==> config.mk <==
export PLATFORM = sky130hd
export DESIGN_NAME = multicycle_ctrl_flat
export DESIGN_NICKNAME = d
export VERILOG_FILES = /design/src/rtl/multicycle_ctrl_if.sv /design/src/rtl/multicycle_ctrl.sv /design/src/flat_wrapper.sv
export SDC_FILE = /design/constraint.sdc
export NUM_CORES = 1
export LEC_CHECK = 0
export CAP_MARGIN = 20
export CORE_ASPECT_RATIO = 0.8
export CORE_MARGIN = 2
export CORE_UTILIZATION = 34
export DETAILED_ROUTE_END_ITERATION = 6
export GPL_TIMING_DRIVEN = 0
export HOLD_SLACK_MARGIN = 0.02
export PLACE_DENSITY = 0.81
export SKIP_CTS_REPAIR_TIMING = 1
export SLEW_MARGIN = 25
export SYNTH_ARGS = -nofsm -noshare
export SYNTH_HDL_FRONTEND = slang
export SYNTH_SLANG_ARGS = --single-unit
==> constraint.sdc <==
create_clock -name clk -period 1.8 [get_ports clk]
set_input_delay 0.27 -clock clk [delete_from_list [all_inputs] [get_ports clk]]
set_output_delay 0.27 -clock clk [all_outputs]
set_load 0.01 [all_outputs]
==> src/rtl/multicycle_ctrl_if.sv <==
// multicycle_ctrl_if: handshake, strobe and counter bundle between the multicycle controller and its datapath/memories
interface multicycle_ctrl_if #(
    parameter int INSTR_W = 16,
    parameter int DATA_W  = 16,
    parameter int REG_W   = 3
);
    logic [INSTR_W-1:0] instr;
    logic               imem_req;
    logic               imem_ready;
    logic               dmem_ready;
    logic               flag_z;
    logic               flag_n;
    logic               ir_load;
    logic [REG_W-1:0]   rd_sel_a;
    logic [REG_W-1:0]   rd_sel_b;
    logic [REG_W-1:0]   wr_sel;
    logic [DATA_W-1:0]  imm;
    logic [1:0]         alu_op;
    logic               alu_src;
    logic               flag_write;
    logic               reg_write;
    logic               mem2reg;
    logic               link_write;
    logic               dmem_req;
    logic               mem_read;
    logic               mem_write;
    logic               pc_write;
    logic [1:0]         pc_src;
    logic               instr_retired;
    logic               illegal;
    logic [31:0]        cycle_count;
    logic [31:0]        retire_count;

    modport master (
        input  instr, imem_ready, dmem_ready, flag_z, flag_n,
        output imem_req, ir_load, rd_sel_a, rd_sel_b, wr_sel, imm, alu_op, alu_src,
               flag_write, reg_write, mem2reg, link_write, dmem_req, mem_read, mem_write,
               pc_write, pc_src, instr_retired, illegal, cycle_count, retire_count
    );

    modport slave (
        output instr, imem_ready, dmem_ready, flag_z, flag_n,
        input  imem_req, ir_load, rd_sel_a, rd_sel_b, wr_sel, imm, alu_op, alu_src,
               flag_write, reg_write, mem2reg, link_write, dmem_req, mem_read, mem_write,
               pc_write, pc_src, instr_retired, illegal, cycle_count, retire_count
    );
endinterface

==> src/rtl/multicycle_ctrl.sv <==
// multicycle_ctrl: FETCH/DECODE/EXEC/MEM/WB control FSM with illegal-opcode trap; CTRL_PERF_EN adds cycle/retire counters
module multicycle_ctrl #(
    parameter int INSTR_W = 16,
    parameter int DATA_W  = 16,
    parameter int REG_W   = 3
) (
    input logic              clk,
    input logic              reset_n,
    multicycle_ctrl_if.master bus
);
    typedef enum logic [2:0] {S_RST, S_FETCH, S_DECODE, S_EXEC, S_MEM, S_WB, S_TRAP} state_t;

    localparam logic [REG_W-1:0] LINK = '1;

    state_t             r_state, w_next;
    logic [INSTR_W-1:0] r_ir;
    logic [3:0]         w_code;
    logic               w_i, w_alu, w_ld, w_st, w_jmp, w_call, w_legal, w_taken, w_mem;
    logic [REG_W-1:0]   w_rx, w_ry;
    logic [DATA_W-1:0]  w_imm;
    logic [1:0]         w_tgt;

    assign w_code  = r_ir[3:0];
    assign w_i     = r_ir[4];
    assign w_rx    = r_ir[5 +: REG_W];
    assign w_ry    = r_ir[5+REG_W +: REG_W];
    assign w_imm   = DATA_W'($signed(r_ir[INSTR_W-1:5+REG_W]));
    assign w_alu   = w_code[3:2] == 2'b00;
    assign w_ld    = w_code == 4'd4;
    assign w_st    = w_code == 4'd5;
    assign w_jmp   = w_code == 4'd8 || w_code == 4'd9 || w_code == 4'd10;
    assign w_call  = w_code == 4'd12;
    assign w_mem   = w_ld | w_st;
    assign w_legal = w_alu | w_mem | w_jmp | w_call;
    assign w_taken = w_code == 4'd8 || (w_code == 4'd9 && bus.flag_z) || (w_code == 4'd10 && bus.flag_n) || w_call;
    assign w_tgt   = w_i ? 2'b10 : 2'b01;

    // state register
    always_ff @(posedge clk or negedge reset_n) begin
        if (!reset_n) r_state <= S_RST;
        else          r_state <= w_next;
    end

    // instruction register, captured on the completing fetch cycle
    always_ff @(posedge clk or negedge reset_n) begin
        if (!reset_n)                                r_ir <= '0;
        else if (r_state == S_FETCH && bus.imem_ready) r_ir <= bus.instr;
    end

    // next state and per-state datapath strobes
    always_comb begin
        w_next            = r_state;
        bus.imem_req      = 1'b0;
        bus.ir_load       = 1'b0;
        bus.rd_sel_a      = '0;
        bus.rd_sel_b      = '0;
        bus.wr_sel        = '0;
        bus.imm           = '0;
        bus.alu_op        = 2'b00;
        bus.alu_src       = 1'b0;
        bus.flag_write    = 1'b0;
        bus.reg_write     = 1'b0;
        bus.mem2reg       = 1'b0;
        bus.link_write    = 1'b0;
        bus.dmem_req      = 1'b0;
        bus.mem_read      = 1'b0;
        bus.mem_write     = 1'b0;
        bus.pc_write      = 1'b0;
        bus.pc_src        = 2'b00;
        bus.instr_retired = 1'b0;
        bus.illegal       = 1'b0;
        case (r_state)
            S_RST: w_next = S_FETCH;
            S_FETCH: begin
                bus.imem_req = 1'b1;
                bus.ir_load  = bus.imem_ready;
                w_next       = bus.imem_ready ? S_DECODE : S_FETCH;
            end
            S_DECODE: begin
                bus.rd_sel_a = w_rx;
                bus.rd_sel_b = w_ry;
                bus.imm      = w_imm;
                w_next       = w_legal ? S_EXEC : S_TRAP;
            end
            S_EXEC: begin
                if (w_alu) begin
                    bus.reg_write  = w_code != 4'd3;
                    bus.wr_sel     = w_rx;
                    bus.alu_op     = w_code == 4'd0 ? 2'b00 : w_code == 4'd1 ? 2'b01 : 2'b10;
                    bus.alu_src    = w_i;
                    bus.flag_write = w_code != 4'd0;
                end
                if (w_call) begin
                    bus.link_write = 1'b1;
                    bus.reg_write  = 1'b1;
                    bus.wr_sel     = LINK;
                end
                if (w_jmp | w_call) bus.pc_src = w_taken ? w_tgt : 2'b00;
                if (w_mem) begin
                    bus.alu_op  = 2'b01;
                    bus.alu_src = 1'b1;
                end
                bus.pc_write      = !w_mem;
                bus.instr_retired = !w_mem;
                w_next            = w_mem ? S_MEM : S_FETCH;
            end
            S_MEM: begin
                bus.dmem_req      = 1'b1;
                bus.mem_read      = w_ld;
                bus.mem_write     = w_st;
                bus.pc_write      = w_st & bus.dmem_ready;
                bus.instr_retired = w_st & bus.dmem_ready;
                w_next            = !bus.dmem_ready ? S_MEM : w_ld ? S_WB : S_FETCH;
            end
            S_WB: begin
                bus.reg_write     = 1'b1;
                bus.mem2reg       = 1'b1;
                bus.wr_sel        = w_rx;
                bus.pc_write      = 1'b1;
                bus.instr_retired = 1'b1;
                w_next            = S_FETCH;
            end
            S_TRAP: bus.illegal = 1'b1;
            default: w_next = S_RST;
        endcase
    end

`ifdef CTRL_PERF_EN
    logic [31:0] r_cycle_count, r_retire_count;

    // performance counters: active cycles and retired instructions, wrapping
    always_ff @(posedge clk or negedge reset_n) begin
        if (!reset_n) begin
            r_cycle_count  <= '0;
            r_retire_count <= '0;
        end else begin
            if (r_state != S_RST && r_state != S_TRAP) r_cycle_count <= r_cycle_count + 32'd1;
            if (bus.instr_retired) r_retire_count <= r_retire_count + 32'd1;
        end
    end

    assign bus.cycle_count  = r_cycle_count;
    assign bus.retire_count = r_retire_count;
`else
    assign bus.cycle_count  = '0;
    assign bus.retire_count = '0;
`endif
endmodule

==> src/flat_wrapper.sv <==
// flat-port wrapper written by rule: the top's interface ports become plain ports
module multicycle_ctrl_flat 
#(
    parameter int INSTR_W = 16,
    parameter int DATA_W  = 16,
    parameter int REG_W   = 3
)
  (clk, reset_n, bus_instr, bus_imem_ready, bus_dmem_ready, bus_flag_z, bus_flag_n, bus_imem_req, bus_ir_load, bus_rd_sel_a, bus_rd_sel_b, bus_wr_sel, bus_imm, bus_alu_op, bus_alu_src, bus_flag_write, bus_reg_write, bus_mem2reg, bus_link_write, bus_dmem_req, bus_mem_read, bus_mem_write, bus_pc_write, bus_pc_src, bus_instr_retired, bus_illegal, bus_cycle_count, bus_retire_count);
  multicycle_ctrl_if #(.INSTR_W(INSTR_W), .DATA_W(DATA_W), .REG_W(REG_W)) bus_i ();
  input logic clk;
  input logic reset_n;
  input wire logic [$bits(bus_i.instr)-1:0] bus_instr;
  input wire logic [$bits(bus_i.imem_ready)-1:0] bus_imem_ready;
  input wire logic [$bits(bus_i.dmem_ready)-1:0] bus_dmem_ready;
  input wire logic [$bits(bus_i.flag_z)-1:0] bus_flag_z;
  input wire logic [$bits(bus_i.flag_n)-1:0] bus_flag_n;
  output wire logic [$bits(bus_i.imem_req)-1:0] bus_imem_req;
  output wire logic [$bits(bus_i.ir_load)-1:0] bus_ir_load;
  output wire logic [$bits(bus_i.rd_sel_a)-1:0] bus_rd_sel_a;
  output wire logic [$bits(bus_i.rd_sel_b)-1:0] bus_rd_sel_b;
  output wire logic [$bits(bus_i.wr_sel)-1:0] bus_wr_sel;
  output wire logic [$bits(bus_i.imm)-1:0] bus_imm;
  output wire logic [$bits(bus_i.alu_op)-1:0] bus_alu_op;
  output wire logic [$bits(bus_i.alu_src)-1:0] bus_alu_src;
  output wire logic [$bits(bus_i.flag_write)-1:0] bus_flag_write;
  output wire logic [$bits(bus_i.reg_write)-1:0] bus_reg_write;
  output wire logic [$bits(bus_i.mem2reg)-1:0] bus_mem2reg;
  output wire logic [$bits(bus_i.link_write)-1:0] bus_link_write;
  output wire logic [$bits(bus_i.dmem_req)-1:0] bus_dmem_req;
  output wire logic [$bits(bus_i.mem_read)-1:0] bus_mem_read;
  output wire logic [$bits(bus_i.mem_write)-1:0] bus_mem_write;
  output wire logic [$bits(bus_i.pc_write)-1:0] bus_pc_write;
  output wire logic [$bits(bus_i.pc_src)-1:0] bus_pc_src;
  output wire logic [$bits(bus_i.instr_retired)-1:0] bus_instr_retired;
  output wire logic [$bits(bus_i.illegal)-1:0] bus_illegal;
  output wire logic [$bits(bus_i.cycle_count)-1:0] bus_cycle_count;
  output wire logic [$bits(bus_i.retire_count)-1:0] bus_retire_count;
  assign bus_i.instr = bus_instr;
  assign bus_i.imem_ready = bus_imem_ready;
  assign bus_i.dmem_ready = bus_dmem_ready;
  assign bus_i.flag_z = bus_flag_z;
  assign bus_i.flag_n = bus_flag_n;
  assign bus_imem_req = bus_i.imem_req;
  assign bus_ir_load = bus_i.ir_load;
  assign bus_rd_sel_a = bus_i.rd_sel_a;
  assign bus_rd_sel_b = bus_i.rd_sel_b;
  assign bus_wr_sel = bus_i.wr_sel;
  assign bus_imm = bus_i.imm;
  assign bus_alu_op = bus_i.alu_op;
  assign bus_alu_src = bus_i.alu_src;
  assign bus_flag_write = bus_i.flag_write;
  assign bus_reg_write = bus_i.reg_write;
  assign bus_mem2reg = bus_i.mem2reg;
  assign bus_link_write = bus_i.link_write;
  assign bus_dmem_req = bus_i.dmem_req;
  assign bus_mem_read = bus_i.mem_read;
  assign bus_mem_write = bus_i.mem_write;
  assign bus_pc_write = bus_i.pc_write;
  assign bus_pc_src = bus_i.pc_src;
  assign bus_instr_retired = bus_i.instr_retired;
  assign bus_illegal = bus_i.illegal;
  assign bus_cycle_count = bus_i.cycle_count;
  assign bus_retire_count = bus_i.retire_count;
  multicycle_ctrl #(.INSTR_W(INSTR_W), .DATA_W(DATA_W), .REG_W(REG_W)) u_core (.clk(clk), .reset_n(reset_n), .bus(bus_i));
endmodule
==> PnR_summary.wiki <==
{| class="wikitable"
! Metric !! Value
|-
| Outcome || finished, violations left
|-
| Violations in the final reports || setup timing
|-
| Clock latency at the later pin of the worst-skew pair || 0.26 ns
|-
| Initial antenna violation count || 0
|-
| Kind of cell adding the most delay to the critical path || simple AND/OR/NAND/NOR gates
|-
| Max-cap violation count || 0
|-
| Number of fill cells in the layout || 422
|-
| Area of the mapped netlist || 1710 um2
|-
| Number of buffers created by CTS || 3
|-
| Total overflow reported by the global router || 0
|-
| Count of pins over their slew limit || 0
|-
| Critical Path Slowest Stage Cell || or4b_1
|-
| DP HPWL || 3.25 mm
|-
| Hold Path Class || register to register
|-
| Commonest cells after routing, fill and taps aside || buf_4 (100), conb_1 (64), clkdlybuf4s50_1 (22), buf_6 (18), dfrtp_1 (17)
|-
| Data arrival time at the worst-slack endpoint || 1.80 ns
|-
| Via count of the first global-routing pass || 1284
|-
| Weighted congestion reported at the end of routability-driven placement || 0.833
|-
| DIE WIDTH || 83.2 um
|-
| Number of optimization iterations in the first detailed-route pass || 4
|-
| Routed via count || 1665
|-
| Post-route ant nets || 0
|-
| TritonCTS clock tree || yes
|-
| Yosys top cell by area || buf_4
|-
| Antenna diodes || 0
|-
| Global-route wire length before repair || 5.98 mm
|-
| Top-area cell type share of the netlist area || 33.5%
|-
| Maximum clock skew at final layout || 0.00260 ns
|-
| Top Ports || 128
|-
| Critical Setup Path Class || register to output port
|-
| Final worst path period share || 115%
|-
| Post-Route Hold Slack || 0.482 ns
|-
| Critical path launch point type || register
|-
| Maximum resistive drop on vdd || 0.771 mV
|-
| Buffers and inverters on the worst path || 2
|-
| Mean area per synthesized cell || 8.53 um2
|-
| Port bufs || 63
|-
| Std cell rows || 23
|-
| Required @ worst endpoint || 1.53 ns
|-
| Most common cell after layout, fill and taps aside || buf_4
|-
| Wirelength, routed || 4.80 mm
|-
| F_max || 482 MHz
|-
| Area Growth Syn to Fin || 77.7%
|-
| Endpoint type of the worst setup path || output port
|-
| All-Layer GR Usage || 13.1%
|-
| Clock slew seen by the registers of the worst setup and hold paths || 0.07 ns
|-
| Slowest Stage Delay on Critical Path || 0.51 ns
|-
| Routed length per instance || 11.5 um
|-
| Areal power density over the cells || 1220 nW/um2
|-
| RSZ-0062 raised after global routing || yes
|-
| Warnings, synthesis || 0
|-
| Average via count per standard cell || 4.00
|-
| Worst Max-Slew Pin Slew || 0.903 ns
|-
| Worst max-slew margin expressed relative to the limit || 39.6%
|-
| Series of cell instances along the critical path || buf_6 > or4b_1 > a21o_1 > o21ai_1 > dlymetal6s2s_1
|-
| Final Critical Period || 2.07 ns
|-
| Fin worst setup slack || -0.273 ns
|-
| Flops & latches, synth || 19
|-
| CTS sink cnt || 19
|-
| Hold Violations, Final || 0
|-
| Fraction of the yosys area taken by sequential cells || 27.9%
|-
| Total core area || 4920 um2
|-
| Iteration-0 DRC count of the detailed router || 67
|-
| Post-layout nets || 377
|-
| Gate Count Post-Synth || 200
|-
| Root buffer cell || clkbuf_8
|-
| Number of distinct library cells after synthesis || 41
|-
| Starting Density || 34.7%
|-
| CTS H-tree lvls || 1
|-
| Setup-failing EPs final || 21
|-
| Leakage || 0.00184 uW
|-
| Layout cells sized above 1 || 50.0%
|-
| Maximum number of pins on one net before global-route repair || 20
|-
| CP Max Fanout || 9
|-
| Final routed DRC violation total || 0
|-
| Maximum buffer depth of the clock tree || 2
|-
| Die Outline Area || 5600 um2
|-
| Die height || 67.3 um
|-
| Leading post-synthesis cells by cell area || buf_4 (33%), dfrtp_1 (28%), mux2_2 (5.3%)
|-
| Util after Layout || 61.6%
|}
-- worst paths after layout --
| kind | start | to | slack [ns] | depth (start not counted) |
|---|---|---|---|---|
| worst min-delay path | u_core.r_ir[13] | u_core.r_ir[13] | 0.48 | 1 |
| min in group asynchronous | reset_n | u_core.r_ir[4] | 0.52 | 1 |
| max in group asynchronous | reset_n | u_core.r_ir[1] | 0.67 | 1 |
| worst max-delay path | u_core.r_state[2] | bus_wr_sel[1] | -0.27 | 5 |
| worst min register to register | u_core.r_ir[13] | u_core.r_ir[13] | 0.48 | 1 |
| worst max register to register | u_core.r_state[2] | u_core.r_ir[12] | 0.18 | 5 |
-- worst reg2reg max path, cell delays in order (launching register included) --
cell and delay (ns):
dfrtp_1 0.37, buf_6 0.13, and4bb_2 0.31, buf_6 0.17, buf_6 0.17, mux2_2 0.34
-- cell type report --
| class | count | area (um2) | share of cell area, % |
|---|---|---|---|
| Multi-Input combinational cell | 152 | 970 | 32.0 |
| Timing Repair Buffer | 87 | 772 | 25.5 |
| Buffer | 84 | 657 | 21.7 |
| Sequential cell | 19 | 478 | 15.8 |
| Tap cell | 62 | 77.6 | 2.56 |
| Clock buffer | 3 | 41.3 | 1.36 |
| Inverter | 8 | 30.0 | 0.991 |
| Clock inverter | 1 | 5.00 | 0.165 |
-- cell usage after synthesis --
master     n
clkbuf_2   1
mux2i_1    1
buf_2      3
a211oi_1   2
nand2b_1   2
a21o_1     2
buf_6      2
a32o_1     1
nor2b_1    1
nor4_1     2
and4bb_2   1
and3_1     3
a31oi_1    1
mux2_1     2
o21a_1     1
o41ai_1    1
a21oi_1    2
and3b_1    1
o22ai_1    1
nand2_1   10
mux2_2     8
clkbuf_1   4
or2b_1     1
nor2_1     8
dfrtp_1   19
nor3_1     5
o21ai_1    3
buf_4     76
a221o_1    1
nand4_1    1
nand3b_1   1
or4b_1     1
a221oi_1   1
and2_1     8
and2b_1    1
nor3b_2    1
o32ai_1    1
a22o_1     1
inv_1      8
o21ai_0   10
conb_1     1
-- where the power goes --
group	total (uW)	internal, uW	switching, uW
Clock	302	154	148
Sequential	799	643	156
Combinational	2590	1350	1230
Total	3690	2150	1540
-- logic make-up after synthesis --
group / share of synthesized area (%)
multiplexers: 7.19
other: 0.220
AND/OR/NAND/NOR: 15.6
buffers and inverters: 38.6
AO/OA/AOI/OAI: 10.6
flip-flops: 27.9
-- per-layer routing --
| layer | vias to the layer above | GRT usage, % | wire length, um | part of all wire, % |
|---|---|---|---|---|
| li1 | 835 | - | - | - |
| met1 | 760 | 15.6 | 1920 | 40 |
| met2 | 68 | 23.5 | 2520 | 52 |
| met3 | 2 | 4.28 | 336 | 7.0 |
| met4 | 0 | 3.07 | 24 | 0.50 |
| met5 | - | 0 | 0 | 0 |
-- state kept, by name, indices dropped and copies added (netlist names) --
register / count
u_core.r_state: 3
u_core.r_ir: 16
-- per-stage QoR --
stage	area (um2)	std cells	setup TNS (ns)	total power (uW)	setup slack, ns
floorplan	1940	263	0	1980	0.0961
global placement	2650	388	-14.17	2660	-0.685
detailed placement	2650	388	-15.24	2690	-0.725
CTS	2700	392	-26.96	3000	-1.02
global route	3030	416	-3.44	3930	-0.348
finish	3030	416	-1.93	3690	-0.273
No activity file was read; power rests on OpenSTA's default activity.
